===== config.mk =====
export PLATFORM = sky130hd
export DESIGN_NAME = vid_stream
export DESIGN_NICKNAME = d
export VERILOG_FILES = /design/src/rtl/vid_stream.sv
export SDC_FILE = /design/constraint.sdc
export NUM_CORES = 1
export LEC_CHECK = 0
export ABC_AREA = 1
export CORE_MARGIN = 10
export CORE_UTILIZATION = 55
export DETAILED_ROUTE_END_ITERATION = 6
export PLACE_DENSITY_LB_ADDON = 0.2
export SETUP_SLACK_MARGIN = 0.2
export SYNTH_ARGS = -nofsm -noshare
export SYNTH_HDL_FRONTEND = slang
export SYNTH_SLANG_ARGS = --single-unit

===== constraint.sdc =====
create_clock -name clk -period 3.64 [get_ports clk]
set_clock_uncertainty 0.05 [all_clocks]
set_input_delay 0.546 -clock clk [delete_from_list [all_inputs] [get_ports clk]]
set_output_delay 0.546 -clock clk [all_outputs]
set_load 0.01 [all_outputs]

===== src/rtl/vid_stream.sv =====
// vid_stream: raster video controller for a bottom-up SRAM framebuffer.
// Generates sync/blank timing on a pixel-enable strobe. Prefetches framebuffer
// words through a req/ack read port into a small FIFO. Serialises each word
// LSB-first as BPP-bit pixels.
//
// Ports:
//   clk       system clock
//   rst       asynchronous active-low reset
//   pen       pixel enable; timing and pixels advance only when high
//   inv       invert pixel bits during active video
//   req/adr   memory read request and word address (adr stable while req=1)
//   ack/rdata read completion and returned word
//   hsync     registered horizontal sync at HS_POL
//   vsync     registered vertical sync at VS_POL
//   de        registered display enable
//   pix       registered pixel value, 0 outside active video
//   underrun  sticky FIFO-underrun flag, cleared at frame restart
module vid_stream #(
    parameter int unsigned H_ACT  = 1024,
    parameter int unsigned H_FP   = 62,
    parameter int unsigned H_SYNC = 104,
    parameter int unsigned H_BP   = 154,
    parameter int unsigned V_ACT  = 768,
    parameter int unsigned V_FP   = 3,
    parameter int unsigned V_SYNC = 5,
    parameter int unsigned V_BP   = 26,
    parameter bit          HS_POL = 1'b0,
    parameter bit          VS_POL = 1'b1,
    parameter int unsigned BPP    = 1,
    parameter int unsigned ADR_W  = 18,
    parameter logic [ADR_W-1:0] ORG = 18'h37FC0,
    parameter int unsigned DEPTH  = 8
) (
    input  logic             clk,
    input  logic             rst,
    input  logic             pen,
    input  logic             inv,
    output logic             req,
    output logic [ADR_W-1:0] adr,
    input  logic             ack,
    input  logic [31:0]      rdata,
    output logic             hsync,
    output logic             vsync,
    output logic             de,
    output logic [BPP-1:0]   pix,
    output logic             underrun
);

    localparam int unsigned HT   = H_ACT + H_FP + H_SYNC + H_BP;
    localparam int unsigned VT   = V_ACT + V_FP + V_SYNC + V_BP;
    localparam int unsigned HW   = $clog2(HT);
    localparam int unsigned VW   = $clog2(VT);
    localparam int unsigned H_SS = H_ACT + H_FP;
    localparam int unsigned H_SE = H_SS + H_SYNC;
    localparam int unsigned V_SS = V_ACT + V_FP;
    localparam int unsigned V_SE = V_SS + V_SYNC;
    localparam int unsigned WPL  = H_ACT * BPP / 32;
    localparam int unsigned WW   = (WPL > 1) ? $clog2(WPL) : 1;
    localparam int unsigned LW   = (V_ACT > 1) ? $clog2(V_ACT) : 1;
    localparam int unsigned FAW  = $clog2(DEPTH);
    localparam int unsigned CW   = FAW + 1;
    localparam int unsigned PSH  = $clog2(32 / BPP);

    typedef enum logic [1:0] {S_IDLE, S_FETCH, S_WAIT, S_DONE} state_t;

    logic [HW-1:0]    hcnt;
    logic [VW-1:0]    vcnt;
    logic             act_c;
    logic             hs_on_c;
    logic             vs_on_c;
    logic             restart_c;
    logic             load_c;
    logic             fifo_empty_c;
    logic             pop_c;
    logic             push_c;
    logic [31:0]      load_word_c;

    state_t           state;
    logic             stale;
    logic [WW-1:0]    word_idx;
    logic [LW-1:0]    line_idx;
    logic [ADR_W-1:0] line_base;
    logic [ADR_W-1:0] cur_adr;

    logic [31:0]      mem [DEPTH];
    logic [FAW-1:0]   wp;
    logic [FAW-1:0]   rp;
    logic [CW-1:0]    fcnt;
    logic [31:0]      sr;

    // Region decodes from the current counter state
    assign act_c     = (hcnt < HW'(H_ACT)) && (vcnt < VW'(V_ACT));
    assign hs_on_c   = (hcnt >= HW'(H_SS)) && (hcnt < HW'(H_SE));
    assign vs_on_c   = (vcnt >= VW'(V_SS)) && (vcnt < VW'(V_SE));
    assign restart_c = pen && (vcnt == VW'(VT - 1)) && (hcnt == '0);

    // A new word is needed at every 32-bit boundary of the active line
    assign load_c       = pen && act_c && (hcnt[PSH-1:0] == '0);
    assign fifo_empty_c = (fcnt == '0);
    assign pop_c        = load_c && !fifo_empty_c;
    assign load_word_c  = fifo_empty_c ? 32'd0 : mem[rp];

    // Data from a request that straddled a frame restart is dropped
    assign push_c = (state == S_WAIT) && ack && !stale && !restart_c;

    // Raster counters; vcnt resets to the last line so the first pen restarts
    always_ff @(posedge clk or negedge rst) begin
        if (!rst) begin
            hcnt <= '0;
            vcnt <= VW'(VT - 1);
        end else if (pen) begin
            if (hcnt == HW'(HT - 1)) begin
                hcnt <= '0;
                vcnt <= (vcnt == VW'(VT - 1)) ? '0 : vcnt + VW'(1);
            end else begin
                hcnt <= hcnt + HW'(1);
            end
        end
    end

    // FIFO storage
    always_ff @(posedge clk) begin
        if (push_c) begin
            mem[wp] <= rdata;
        end
    end

    // FIFO pointers and occupancy; restart flushes
    always_ff @(posedge clk or negedge rst) begin
        if (!rst) begin
            wp   <= '0;
            rp   <= '0;
            fcnt <= '0;
        end else if (restart_c) begin
            wp   <= '0;
            rp   <= '0;
            fcnt <= '0;
        end else begin
            if (push_c) begin
                wp <= wp + FAW'(1);
            end
            if (pop_c) begin
                rp <= rp + FAW'(1);
            end
            fcnt <= fcnt + CW'(push_c) - CW'(pop_c);
        end
    end

    // Fetch engine: one outstanding request, address walked incrementally
    always_ff @(posedge clk or negedge rst) begin
        if (!rst) begin
            state     <= S_IDLE;
            stale     <= 1'b0;
            req       <= 1'b0;
            adr       <= '0;
            word_idx  <= '0;
            line_idx  <= '0;
            line_base <= '0;
            cur_adr   <= '0;
        end else if (restart_c) begin
            word_idx  <= '0;
            line_idx  <= '0;
            line_base <= ORG;
            cur_adr   <= ORG;
            if (state == S_WAIT && !ack) begin
                // keep the old request up until its ack, then discard it
                stale <= 1'b1;
            end else begin
                stale <= 1'b0;
                req   <= 1'b0;
                state <= S_FETCH;
            end
        end else begin
            case (state)
                S_IDLE: begin
                end
                S_FETCH: begin
                    if (fcnt < CW'(DEPTH)) begin
                        req   <= 1'b1;
                        adr   <= cur_adr;
                        state <= S_WAIT;
                    end
                end
                S_WAIT: begin
                    if (ack) begin
                        req <= 1'b0;
                        if (stale) begin
                            stale <= 1'b0;
                            state <= S_FETCH;
                        end else if (word_idx == WW'(WPL - 1)) begin
                            word_idx <= '0;
                            if (line_idx == LW'(V_ACT - 1)) begin
                                state <= S_DONE;
                            end else begin
                                // lines are stored bottom-up
                                line_idx  <= line_idx + LW'(1);
                                line_base <= line_base - ADR_W'(WPL);
                                cur_adr   <= line_base - ADR_W'(WPL);
                                state     <= S_FETCH;
                            end
                        end else begin
                            word_idx <= word_idx + WW'(1);
                            cur_adr  <= cur_adr + ADR_W'(1);
                            state    <= S_FETCH;
                        end
                    end
                end
                S_DONE: begin
                    state <= S_IDLE;
                end
                default: begin
                    state <= S_IDLE;
                end
            endcase
        end
    end

    // Registered video outputs and pixel shifter
    always_ff @(posedge clk or negedge rst) begin
        if (!rst) begin
            hsync    <= !HS_POL;
            vsync    <= !VS_POL;
            de       <= 1'b0;
            pix      <= '0;
            sr       <= '0;
            underrun <= 1'b0;
        end else if (pen) begin
            hsync <= hs_on_c ? HS_POL : !HS_POL;
            vsync <= vs_on_c ? VS_POL : !VS_POL;
            de    <= act_c;
            if (restart_c) begin
                underrun <= 1'b0;
            end else if (load_c && fifo_empty_c) begin
                underrun <= 1'b1;
            end
            if (load_c) begin
                pix <= load_word_c[BPP-1:0] ^ {BPP{inv}};
                sr  <= load_word_c >> BPP;
            end else if (act_c) begin
                pix <= sr[BPP-1:0] ^ {BPP{inv}};
                sr  <= sr >> BPP;
            end else begin
                pix <= '0;
            end
        end
    end

endmodule

# Word-level counts from Yosys, hierarchy flattened
# Memories as Yosys holds them, arrays and structs flattened.
# Index checks and enable logic that the tools add are counted.
# totals
n_memories	1
out_inout_bits	24
word_cells	148
in_bits	37
mem_bits_rw	256
register_bits	141
# op_classes
n_addsub	10
n_eq_ne	13
magnitude_cmp	7
n_bitwise	3
muxes	56
n_reduce_logical	39
# mem_list
name	words	width	rd	rd_ports_with_merged_regs	write_ports	line_no	source
mem	8	32	1	0	1	85	logic [31:0] mem [DEPTH];
# op_table
operator	count
2-to-1 mux 18 bit	11
2-to-1 mux 32 bit	3
2-to-1 mux 10 bit	7
2-to-1 mux 5 bit	5
< comparator 11 bit, second input constant	2
adder 10 x 1 -> 10 bit, second input constant	2
equality test 10 bit, second input constant	2
< comparator 10 bit, second input constant	2
adder 18 x 1 -> 18 bit, second input constant	1
subtractor 18 x 6 -> 18 bit, second input constant	1
2-to-1 mux 1 bit	15
2-to-1 mux 2 bit	7
nonzero test 2 bit	7
logical AND 1 bit	13
2-to-1 mux 3 bit	4
AND reduction 4 bit	3
adder 11 x 1 -> 11 bit, second input constant	1
equality test 11 bit, second input constant	1
greater-or-equal comparator 11 bit, second input constant	1
logical NOT 11 bit	1
2-to-1 mux 11 bit	1
greater-or-equal comparator 10 bit, second input constant	1
inequality test 3 bit, second input constant	3
AND reduction 2 bit	4
21 further kinds	30

# Logic depth before layout (Yosys ltp)
# depth
ltp_word	8
depth_mapped	14
mapped_depth_nobuf	13

# Worst setup path after synthesis
# OpenSTA, ideal clock, no wires.
# synth_timing
path_type	flip-flop to flip-flop
from	register hcnt[0]
to	memory mem[0][0], enable pin
setup_slack_ns	-0.316
setup_ns	0.461
path_buffers	0
synth_period_minus_slack_ns	3.956
arrival_time_ns	3.445
required_ns	3.129
path_stages_with_launch	10
cell_sequence	dfrtp_1 inv_1 ha_1 nand3_2 inv_2 nand2_2 nor2_8 nor2_4 nand2_1 nor3_1
# synth_between
elab_chain_cells	6
# synth_rtl
element	line_no	source
from (decl)	66	logic [HW-1:0] hcnt;
from (signal assigned)	116	hcnt <= hcnt + HW'(1);
logical NOT 11 bit	95	assign restart_c = pen && (vcnt == VW'(VT - 1)) && (hcnt == '0);
logical AND 1 bit	95	
logical NOT 1 bit	104	assign push_c = (state == S_WAIT) && ack && !stale && !restart_c;
logical AND 1 bit	104	
2-to-1 mux 1 bit	123	if (push_c) begin
2-to-1 mux 1 bit (implied by the code)	124	mem[wp] <= rdata;
to (decl)	85	
# Every way passes these cells.

# Worst setup path after layout
# layout_timing
from	register hcnt[0]
to	register fcnt[2]
# layout_between
elab_chain_cells	7
elab_cells_between_ends	13
classes_between	2 x add/sub; 1 x order compare; 1 x mux; 9 x reduce/logical
# layout_rtl
element	line_no	source
logical NOT 11 bit or < comparator 11 bit (tied branches)	95, 92	
logical AND 1 bit (on tied branches)	95, 92	
logical NOT 1 bit or logical AND 1 bit (tied branches)	104, 98	
logical AND 1 bit (on tied branches)	104, 98	
adder 4 x 1 -> 4 bit or logical AND 1 bit (tied branches)	145, 100	
subtractor 4 x 1 -> 4 bit	145	fcnt <= fcnt + CW'(push_c) - CW'(pop_c);
2-to-1 mux 4 bit (*)	134	end else if (restart_c) begin
to (signal assigned)	145	
to (decl)	88	logic [CW-1:0] fcnt;
# Every way passes the cells marked *; elsewhere a longest branch is shown, timed or not.
# A chain may end at the register's enable or synchronous reset.

==> flow_summary.json <==
{
  "p_switching_mw": 4.41,
  "insertedDiodeCount": 0,
  "totalWireLength_mm": 38.0,
  "post-route-min-period_ps": 2650,
  "cp.arrival_ps": 3030,
  "clock_latency_ps": 550,
  "use_met1_pct": 26.7,
  "critical_path.max_fanout": 32,
  "hold_viol_final": 0,
  "route.detailed.drc": 0,
  "grtUsageTotal_pct": 19.6,
  "cts_resized": 0,
  "crit_path_start_kind": "flop",
  "rrSetupSlack_ps": 990,
  "setup_total_negative_slack_ps": 0,
  "synth_nets": 1625,
  "power.leakage_nw": 7.33,
  "cts_setup_buffers": 0,
  "wl_per_cell_um": 18.5,
  "cell_internal_pwr_mw": 9.07,
  "worstReg2RegEnd": "fcnt[2]",
  "use_met2_pct": 31.8,
  "initialDrtViolationCount": 1206,
  "seqPwrFrac_pct": 43.6,
  "grt_max_degree": 81,
  "syn_area_um2": 17000,
  "yosys_register_bits": 391,
  "min_path_type": "reg -> reg",
  "first_pass_iters": 5,
  "synth_mux_area_share_pct": 0,
  "synth_area_per_cell_um2": 10.8,
  "clockRootBuffer": "clkbuf_16",
  "pre_cts_ws_ps": 631,
  "postLayoutCoreUtil_pct": 63.6,
  "p_clk_share_pct": 30.8,
  "drtAntennaViolNets": 0,
  "r2r_cells": 13,
  "cts.path.max_buffers": 3,
  "fin_ws_ps": 987,
  "synthXorXnorAreaFrac_pct": 1.18,
  "relSlewSlack_pct": 41.4,
  "synth.most_common_cell": "edfxtp_1",
  "synth_ff_type": "edfxtp_1",
  "ys_seq_area_share_pct": 65.1,
  "vias_per_cell": 5.72,
  "tritoncts": "done",
  "start_util_pct": 55.6,
  "port_buffers": 60,
  "ys_warn_count": 0,
  "die-area_um2": 38400,
  "chipHeight_um": 196,
  "design_area_um2": 19500,
  "synth_fa_ha_area_share_pct": 1.29,
  "met3_usage_pct": 2.93,
  "synthTopCellsByCount": "edfxtp_1, nor2_1, o21ai_0",
  "antenna_found_initial": 0,
  "period_share_pct": 72.9,
  "rsz0062_at_grt": "no",
  "rows": 64,
  "maxSlewViolCount": 0,
  "dp_hpwl_mm": 23.8,
  "synth_edf_count": 256,
  "drive_gt1_share_pct": 9.63,
  "r2r-start": "hcnt[0]",
  "status": "completed",
  "cts.sinks": 391,
  "boundaryPins": 61,
  "combPwrFrac_pct": 25.6,
  "setup_viol": 0,
  "coreArea_um2": 30600,
  "crit_type": "reg -> reg",
  "vias": 11800,
  "hold-path-cell-count": 2,
  "peakVddDrop_uv": 493,
  "synthToLayoutAreaGrowth_pct": 14.4,
  "synth_compound_area_share_pct": 13.1,
  "final_nets": 1683,
  "netlist.area_leader.share_pct": 45.2,
  "cp.required_ps": 4020,
  "power.share.switching_pct": 32.7,
  "crit_path_end": "fcnt[2]",
  "cts_inserted_buffers": 41,
  "synth_top_family_by_area": "simple AND/OR/NAND/NOR gates",
  "drv_cap": 0,
  "synth_area_leaders": "edfxtp_1, dfrtp_1, nor2_1",
  "critPathLaunch": "hcnt[0]",
  "busiest_layer": "met2",
  "placed_cell_area_um2": 18100,
  "grt_first_pass_wirelength_mm": 61.3,
  "ys_types": 49,
  "yosys.area_share.simple_pct": 14.7,
  "die_x_um": 196,
  "grt_overflow": 0,
  "cts_max_level": 2,
  "synth.largest_area_cell": "edfxtp_1",
  "power.density_nw_per_um2": 692,
  "critical_path.endpoint_type": "flop",
  "place.gp.congestion": 0.847,
  "async_flop_share_pct": 34.5,
  "fmax_ghz": 0.377,
  "first_global_vias": 11400,
  "clkTransAtPathRegs_ps": 60,
  "postSynthCellCount": 1571,
  "worstMarginPinSlew_ps": 878
}
[worst min-delay path by stage]
stage	start	to	slack [ps]
finish	adr[12]	adr[12]	430
global route	vsync	vsync	460
CTS	adr[12]	adr[12]	440
detailed placement	adr[12]	adr[12]	420
global placement	adr[12]	adr[12]	410
floorplan	rst	adr[0]	200
[layout by cell type, fill, tap and decap left out, types with 15 or more instances in the layout]
cell / instances
nor2_1: 238
clkdlybuf4s50_1: 59
o21ai_0: 182
xor2_1: 18
nor3_1: 16
nand3_1: 79
clkbuf_16: 42
inv_1: 101
buf_4: 25
or2_2: 15
ha_1: 16
o211ai_1: 62
nand2_1: 170
a21oi_1: 59
edfxtp_1: 256
nand4_1: 18
dfrtp_1: 128
o22ai_1: 20
[flip-flops by register name, summed over array words and instances (netlist names), 2 cells and up]
| register | count |
|---|---|
| sr | 31 |
| wp | 3 |
| line_idx | 10 |
| cur_adr | 18 |
| state | 2 |
| line_base | 13 |
| rp | 3 |
| mem | 256 |
| adr | 18 |
| hcnt | 11 |
| word_idx | 5 |
| fcnt | 4 |
| vcnt | 10 |
[power by group through the flow]
stage          Clock (mW)  Sequential (mW)  Combinational [mW]
2_1_floorplan           0             5.77                2.41
3_3_place_gp            0             5.94                3.40
3_5_place_dp            0             5.95                3.45
4_1_cts              4.22             5.87                3.48
5_1_grt              4.41             5.96                3.88
6_report             4.15             5.88                3.45
[cell type report]
class                           instances  area [um2]
Clock buffer                           55        1110
Fill cell                            2383       11100
Sequential cell                       391       11100
Timing Repair Buffer                   91         900
Tap cell                              396         495
Inverter                              111         420
Clock inverter                         21         231
Multi-Input combinational cell        993        5230
[metal layers]
metal / part of all wire [%] / routed length [um] / up-vias
li1: - / - / 5633
met1: 44 / 16800 / 5738
met3: 5.5 / 2080 / 59
met2: 48 / 18400 / 344
met5: 0.089 / 34 / -
met4: 2.1 / 798 / 2
[worst max-delay path, cell delays in order, from the launching register on]
cell and delay (ps):
dfrtp_1 350, inv_1 90, ha_1 230, nand3_2 90
buf_4 320, nor2_1 100, nand2_1 130, inv_2 60
ha_1 260, inv_1 40, ha_1 210, fa_1 380
xnor2_1 160, nor2_1 60
[cell families after synthesis]
family / after synthesis
flip-flops: 391
AO/OA/AOI/OAI: 380
buffers and inverters: 187
adder cells (fa/ha/maj): 17
XOR/XNOR: 23
AND/OR/NAND/NOR: 573
[repair_timing]
item / 4_1_cts / 5_1_grt
hold buffers: 1 / 0
setup endpoints to repair: 0 / 0
endpoints found under the hold margin: 65 / 0
[per-stage QoR]
step | cells | hold slack (ps) | total power [mW]
2_1_floorplan | 1571 | 200 | 8.18
3_3_place_gp | 1981 | 415 | 9.34
3_5_place_dp | 1981 | 422 | 9.40
4_1_cts | 2058 | 437 | 13.6
5_1_grt | 2058 | 458 | 14.3
6_report | 2058 | 433 | 13.5
No activity file was read; power rests on OpenSTA's default activity.
